## config.mk

```make
export PLATFORM = sky130hd
export DESIGN_NAME = mem_arbiter_rr
export DESIGN_NICKNAME = d
export VERILOG_FILES = /design/src/rtl/mem_arbiter_rr.sv
export SDC_FILE = /design/constraint.sdc
export NUM_CORES = 1
export LEC_CHECK = 0
export BUFFER_PORTS_ARGS = -buffer_cell sky130_fd_sc_hd__buf_2
export CAP_MARGIN = 20
export CELL_PAD_IN_SITES_DETAIL_PLACEMENT = 0
export CELL_PAD_IN_SITES_GLOBAL_PLACEMENT = 2
export CORE_UTILIZATION = 19
export CTS_CLUSTER_SIZE = 14
export DETAILED_ROUTE_END_ITERATION = 12
export PLACE_DENSITY_LB_ADDON = 0.1
export SLEW_MARGIN = 25
export SYNTH_ARGS = -nofsm -noshare
export SYNTH_HDL_FRONTEND = slang
export SYNTH_SLANG_ARGS = --single-unit
```

## constraint.sdc

```tcl
create_clock -name clk -period 6 [get_ports clk]
set_input_delay 0.3 -clock clk [delete_from_list [all_inputs] [get_ports clk]]
set_output_delay 0.3 -clock clk [all_outputs]
set_load 0.005 [all_outputs]
```

## src/rtl/mem_arbiter_rr.sv

```systemverilog
// ---------------------------------------------------------------------------
// mem_arbiter_rr
//
// Round-robin arbiter for one shared memory port. CHANNELS requesters compete
// for the port. The winner holds it until it drops its request, or until it
// has held it for MAX_HOLD consecutive cycles (MAX_HOLD = 0 means no limit).
// While a channel holds the port, its address, write data and read/write
// strobe are steered onto the port.
//
// Ports
//   clk            : clock; all logic is on the rising edge
//   rstN           : asynchronous active-low reset
//   requests       : per-channel request; high means wants or holds the port
//   addrIn         : packed channel addresses, channel i at [i*ADDR_W +: ADDR_W]
//   dataIn         : packed channel write data, channel i at [i*DATA_W +: DATA_W]
//   readWriteIn    : per-channel strobe (1 = write, 0 = read)
//   grantedAccess  : registered one-hot grant; all zero when idle
//   enabled        : registered; high while a grant is active
//   address        : address of the granted channel; 0 when idle
//   dataToMem      : write data of the granted channel; 0 when idle
//   readWrite      : strobe of the granted channel; 0 when idle
//   preempted      : one-cycle pulse in the idle cycle after a forced release
// ---------------------------------------------------------------------------
module mem_arbiter_rr #(
    parameter int CHANNELS = 3,
    parameter int ADDR_W   = 8,
    parameter int DATA_W   = 32,
    parameter int MAX_HOLD = 16
) (
    input  logic                       clk,
    input  logic                       rstN,
    input  logic [CHANNELS-1:0]        requests,
    input  logic [CHANNELS*ADDR_W-1:0] addrIn,
    input  logic [CHANNELS*DATA_W-1:0] dataIn,
    input  logic [CHANNELS-1:0]        readWriteIn,
    output logic [CHANNELS-1:0]        grantedAccess,
    output logic                       enabled,
    output logic [ADDR_W-1:0]          address,
    output logic [DATA_W-1:0]          dataToMem,
    output logic                       readWrite,
    output logic                       preempted
);

    localparam int IDX_W  = (CHANNELS > 1) ? $clog2(CHANNELS) : 1;
    localparam int HOLD_W = (MAX_HOLD > 0) ? $clog2(MAX_HOLD + 1) : 1;

    // After reset the pointer sits on the last channel, so channel 0 is
    // searched first.
    localparam logic [IDX_W-1:0]  LAST_RESET = IDX_W'(CHANNELS - 1);
    localparam logic [HOLD_W-1:0] HOLD_LIMIT = HOLD_W'(MAX_HOLD);
    localparam logic [HOLD_W-1:0] HOLD_ONE   = HOLD_W'(1);
    localparam logic [HOLD_W-1:0] HOLD_SAT   = {HOLD_W{1'b1}};
    localparam bit                HOLD_EN    = (MAX_HOLD != 0);

    typedef enum logic [0:0] {
        ST_IDLE  = 1'b0,
        ST_GRANT = 1'b1
    } state_t;

    state_t                state_r;
    state_t                state_n;
    logic [IDX_W-1:0]      grant_idx_r;
    logic [IDX_W-1:0]      grant_idx_n;
    logic [IDX_W-1:0]      last_grant_r;
    logic [IDX_W-1:0]      last_grant_n;
    logic [HOLD_W-1:0]     hold_count_r;
    logic [HOLD_W-1:0]     hold_count_n;
    logic                  preempted_r;
    logic                  preempted_n;
    logic [CHANNELS-1:0]   granted_r;
    logic [CHANNELS-1:0]   granted_n;
    logic                  enabled_r;
    logic                  enabled_n;

    logic                  found_s;
    logic [IDX_W-1:0]      winner_s;
    logic [IDX_W-1:0]      cand_s;

    logic [ADDR_W-1:0]     address_s;
    logic [DATA_W-1:0]     data_s;
    logic                  rw_s;

    // Round-robin search: first requester at last_grant+1, +2, ... (wrapping)
    always_comb begin
        found_s  = 1'b0;
        winner_s = {IDX_W{1'b0}};
        cand_s   = {IDX_W{1'b0}};
        for (int i = 1; i <= CHANNELS; i++) begin
            cand_s = IDX_W'((int'(last_grant_r) + i) % CHANNELS);
            if (!found_s && requests[cand_s]) begin
                found_s  = 1'b1;
                winner_s = cand_s;
            end else begin
                winner_s = winner_s;
            end
        end
    end

    // Next-state logic for the IDLE/GRANT tenure FSM
    always_comb begin
        state_n      = state_r;
        grant_idx_n  = grant_idx_r;
        last_grant_n = last_grant_r;
        hold_count_n = hold_count_r;
        preempted_n  = 1'b0;
        case (state_r)
            ST_IDLE: begin
                if (found_s) begin
                    state_n      = ST_GRANT;
                    grant_idx_n  = winner_s;
                    hold_count_n = HOLD_ONE;
                end else begin
                    state_n = ST_IDLE;
                end
            end
            ST_GRANT: begin
                if (!requests[grant_idx_r]) begin
                    // Voluntary release
                    state_n      = ST_IDLE;
                    last_grant_n = grant_idx_r;
                end else if (HOLD_EN && (hold_count_r == HOLD_LIMIT)) begin
                    // Tenure limit reached; the holder drops to lowest priority
                    state_n      = ST_IDLE;
                    last_grant_n = grant_idx_r;
                    preempted_n  = 1'b1;
                end else if (hold_count_r != HOLD_SAT) begin
                    hold_count_n = hold_count_r + HOLD_ONE;
                end else begin
                    // Unlimited mode: the counter parks at its maximum
                    hold_count_n = hold_count_r;
                end
            end
            default: begin
                state_n      = ST_IDLE;
                last_grant_n = LAST_RESET;
                hold_count_n = {HOLD_W{1'b0}};
            end
        endcase
    end

    // Registered grant vector and enable derived from the next state
    always_comb begin
        granted_n = {CHANNELS{1'b0}};
        enabled_n = 1'b0;
        if (state_n == ST_GRANT) begin
            granted_n[grant_idx_n] = 1'b1;
            enabled_n              = 1'b1;
        end else begin
            enabled_n = 1'b0;
        end
    end

    // State and output registers; reset clears the port without a clock edge
    always_ff @(posedge clk or negedge rstN) begin
        if (!rstN) begin
            state_r      <= ST_IDLE;
            grant_idx_r  <= {IDX_W{1'b0}};
            last_grant_r <= LAST_RESET;
            hold_count_r <= {HOLD_W{1'b0}};
            preempted_r  <= 1'b0;
            granted_r    <= {CHANNELS{1'b0}};
            enabled_r    <= 1'b0;
        end else begin
            state_r      <= state_n;
            grant_idx_r  <= grant_idx_n;
            last_grant_r <= last_grant_n;
            hold_count_r <= hold_count_n;
            preempted_r  <= preempted_n;
            granted_r    <= granted_n;
            enabled_r    <= enabled_n;
        end
    end

    // Bus mux: the granted channel's inputs pass straight through; zeros when idle
    always_comb begin
        address_s = {ADDR_W{1'b0}};
        data_s    = {DATA_W{1'b0}};
        rw_s      = 1'b0;
        if (enabled_r) begin
            address_s = addrIn[int'(grant_idx_r) * ADDR_W +: ADDR_W];
            data_s    = dataIn[int'(grant_idx_r) * DATA_W +: DATA_W];
            rw_s      = readWriteIn[grant_idx_r];
        end else begin
            rw_s = 1'b0;
        end
    end

    assign grantedAccess = granted_r;
    assign enabled       = enabled_r;
    assign preempted     = preempted_r;
    assign address       = address_s;
    assign dataToMem     = data_s;
    assign readWrite     = rw_s;

endmodule
```

==> qor.yml <==
drt:
  first_pass_iters: 4
  wl_per_cell_um: 12.5
  drt_iter0_drc: 38
  ant_nets: 0
  vias: 2363
  drc: 0
  finalWirelength_um: 6980
  routed_via_density: 4.24
logic_synthesis:
  yosys.area.top_type: "mux2i_1"
  synth_area_leaders: "mux2i_1 (23%), dfrtp_1 (17%), nor2_1 (17%)"
  netlist.area_leader.share_pct: 22.9
  syn-num-nets: 401
  synthAdderAreaFrac_pct: 3.99
  async_flop_share_pct: 100
  synth_xor_area_share_pct: 0.931
  synth-edff-count: 0
  synth_simple_gate_area_share_pct: 24.2
  synth_warnings: 0
  synth_mux_area_share_pct: 22.9
  synth.distinct_cells: 40
  seq_area_frac_synth_pct: 18.7
  ys.flop_type: "dfrtp_1"
  postSynthAreaPerCell_um2: 7.04
  synthesis.instances: 267
  ys_ff_latch: 14
  synth_area_mm2: 0.00188
  synth_top_family_by_area: "simple AND/OR/NAND/NOR gates"
  synth-compound-area-share_pct: 22.2
clock_network:
  ctsRootBufferMaster: "clkbuf_8"
  hold_buffers: 1
  clkLatencyLatePin_ps: 250
  cts_htree_levels: 1
  numCtsBuffers: 3
  cts_tree: "done"
  cts.sinks: 14
  path_clk_slew_ps: 60
  cts-resized-gates: 0
  postCtsSetupBuffers: 0
  cts_buffer_depth: 2
global_route:
  antenna_found_initial: 0
  grt_pass1_vias: 2273
  grt_use_total_pct: 12.8
  overflow: 0
  grt_pass1_wl_um: 10500
  grt_max_degree: 46
finish:
  nFillCells: 1082
  multi_input_area_mm2: 0.00140
  fin_nets: 563
  antenna_cells: 0
  layout_commonest_cell: "buf_2"
  regArea_um2: 354
  drive_gt1_share_pct: 44.6
  area_growth_pct: 55.6
  final_cell_mix: "buf_2 (173), nor2_1 (86), a21oi_1 (44), mux2i_1 (43), dfrtp_1 (11)"
  fin_area_mm2: 0.00293
power:
  power_frac_seq_pct: 16.3
  combPwrFrac_pct: 76.5
  p_leak_uw: 0.00165
  fin_total_pwr_uw: 1270
  powerDensity_mw_per_mm2: 435
  p_int_uw: 641
  vdd_drop_max_v: 0.000116
  pwr-share-clk_pct: 7.2
  switchingPower_uw: 634
  switching_share_pct: 49.7
timing:
  hold_viol: 0
  grt_setup_unrepaired: "no"
  max_freq_mhz: 376
  finClkSkew_ps: 5.35
  worst_pin_slew_ps: 855
  period_minus_slack_ps: 2660
  tns_ps: 0
  setup_violations: 0
  max_slew_margin_pct: 43.0
  drv_slew: 0
  finalCritPeriodShare_pct: 44.4
  fin_ws_ps: 3340
  whs_ps: 474
place:
  gp_congestion: 0.739
  hpwl_um: 5400
  placed_cell_area_mm2: 0.00283
  post-place-ws_ps: 3110
  numPortBuffers: 173
worst_setup_path:
  arrival_ps: 2360
  worstPathRequired_ps: 5700
  path_delay_family: "flip-flops"
  crit_start: "grant_idx_r[0]"
  cpPeakStageDelay_ps: 920
  crit_slowest_cell: "dfrtp_2"
  r2r-start: "grant_idx_r[0]"
  cp.buffers_inverters: 2
  crit_path_cell_trace: "nor2b_4 -> buf_16 -> a21oi_1 -> nor2_1 -> buf_2"
  cp-end-kind: "output pin"
  worst-setup-path-type: "flip-flop to output pin"
  critical_path.max_fanout: 45
  worstSetupStartpointType: "flip-flop"
floorplan:
  placement_rows: 35
  die_width_um: 101
  fp.dieH_um: 101
  start_util_pct: 20.0
  die_area_mm2: 0.0103
  coreArea_mm2: 0.00942
  ios: 174
job:
  max_cap_violations: 0
outcome:
  outcome: "complete, no violations"
min_path:
  hold_path_class: "input pin to async pin"
[path summary, 6_finish.rpt]
check	endpoint	slack, ps	cells after the start
setup / recovery	address[0]	3340	5
hold reg to reg	last_grant_r[1]	560	2
max in group asynchronous	last_grant_r[1]	5230	2
hold / removal	hold_count_r[2]	470	2
setup reg to reg	grantedAccess[0]	3350	6
min in group clk	last_grant_r[1]	560	2
[power by group through the flow]
stage	Combinational (µW)	Clock, µW	Sequential, µW
floorplan	723	0	146
global placement	988	0	211
detailed placement	973	0	212
CTS	976	95.7	212
global route	1100	99.6	218
finish	975	91.4	208
[per-stage QoR]
stage	instances	util, %
after floorplan	267	-
after global placement	551	30.1
after detailed placement	551	30.1
after CTS	556	30.8
after global routing	557	31.1
final	557	31.1
[sequential cells by signal, indices dropped and copies added, names as in the netlist]
name and cells:
grant_idx_r 2, hold_count_r 5, enabled 1, preempted 1
grantedAccess 3, last_grant_r 2
[area by class of cell]
| cell class | count | share of cell area (%) |
|---|---|---|
| well taps | 129 | 5.52 |
| multi-input cells | 224 | 48.0 |
| clock buffers | 4 | 1.88 |
| inverters | 9 | 1.15 |
| flip-flops and latches | 14 | 12.1 |
| repair buffers | 177 | 31.4 |
[routing by layer]
metal	wire (µm)	track usage, %	vias up
met1	2780	14.9	996
met2	3510	24.1	118
met4	144	4.01	0
li1	-	-	1238
met3	543	1.79	11
met5	0	0	-
[synth_stat cells, types with 2 or more instances]
cell type,count
nor2_1,86
a21oi_1,44
mux2i_1,43
dfrtp_1,13
clkbuf_1,9
inv_1,8
ha_1,6
nand2_1,5
buf_2,4
nand3_1,4
buf_1,3
buf_4,3
nand4_1,3
a31oi_1,2
and2_1,2
and3_1,2
nand2b_1,2
nor2b_1,2
o21a_1,2
o21ai_0,2
o21ai_1,2
xor2_1,2
[cells by family after synthesis]
kind of cell    Yosys count
simple gates            109
compound gates           64
mux                      43
buf+inv                  29
flops                    14
fa+ha+maj                 6
xor+xnor                  2
Power figures use the tool's default switching activity.
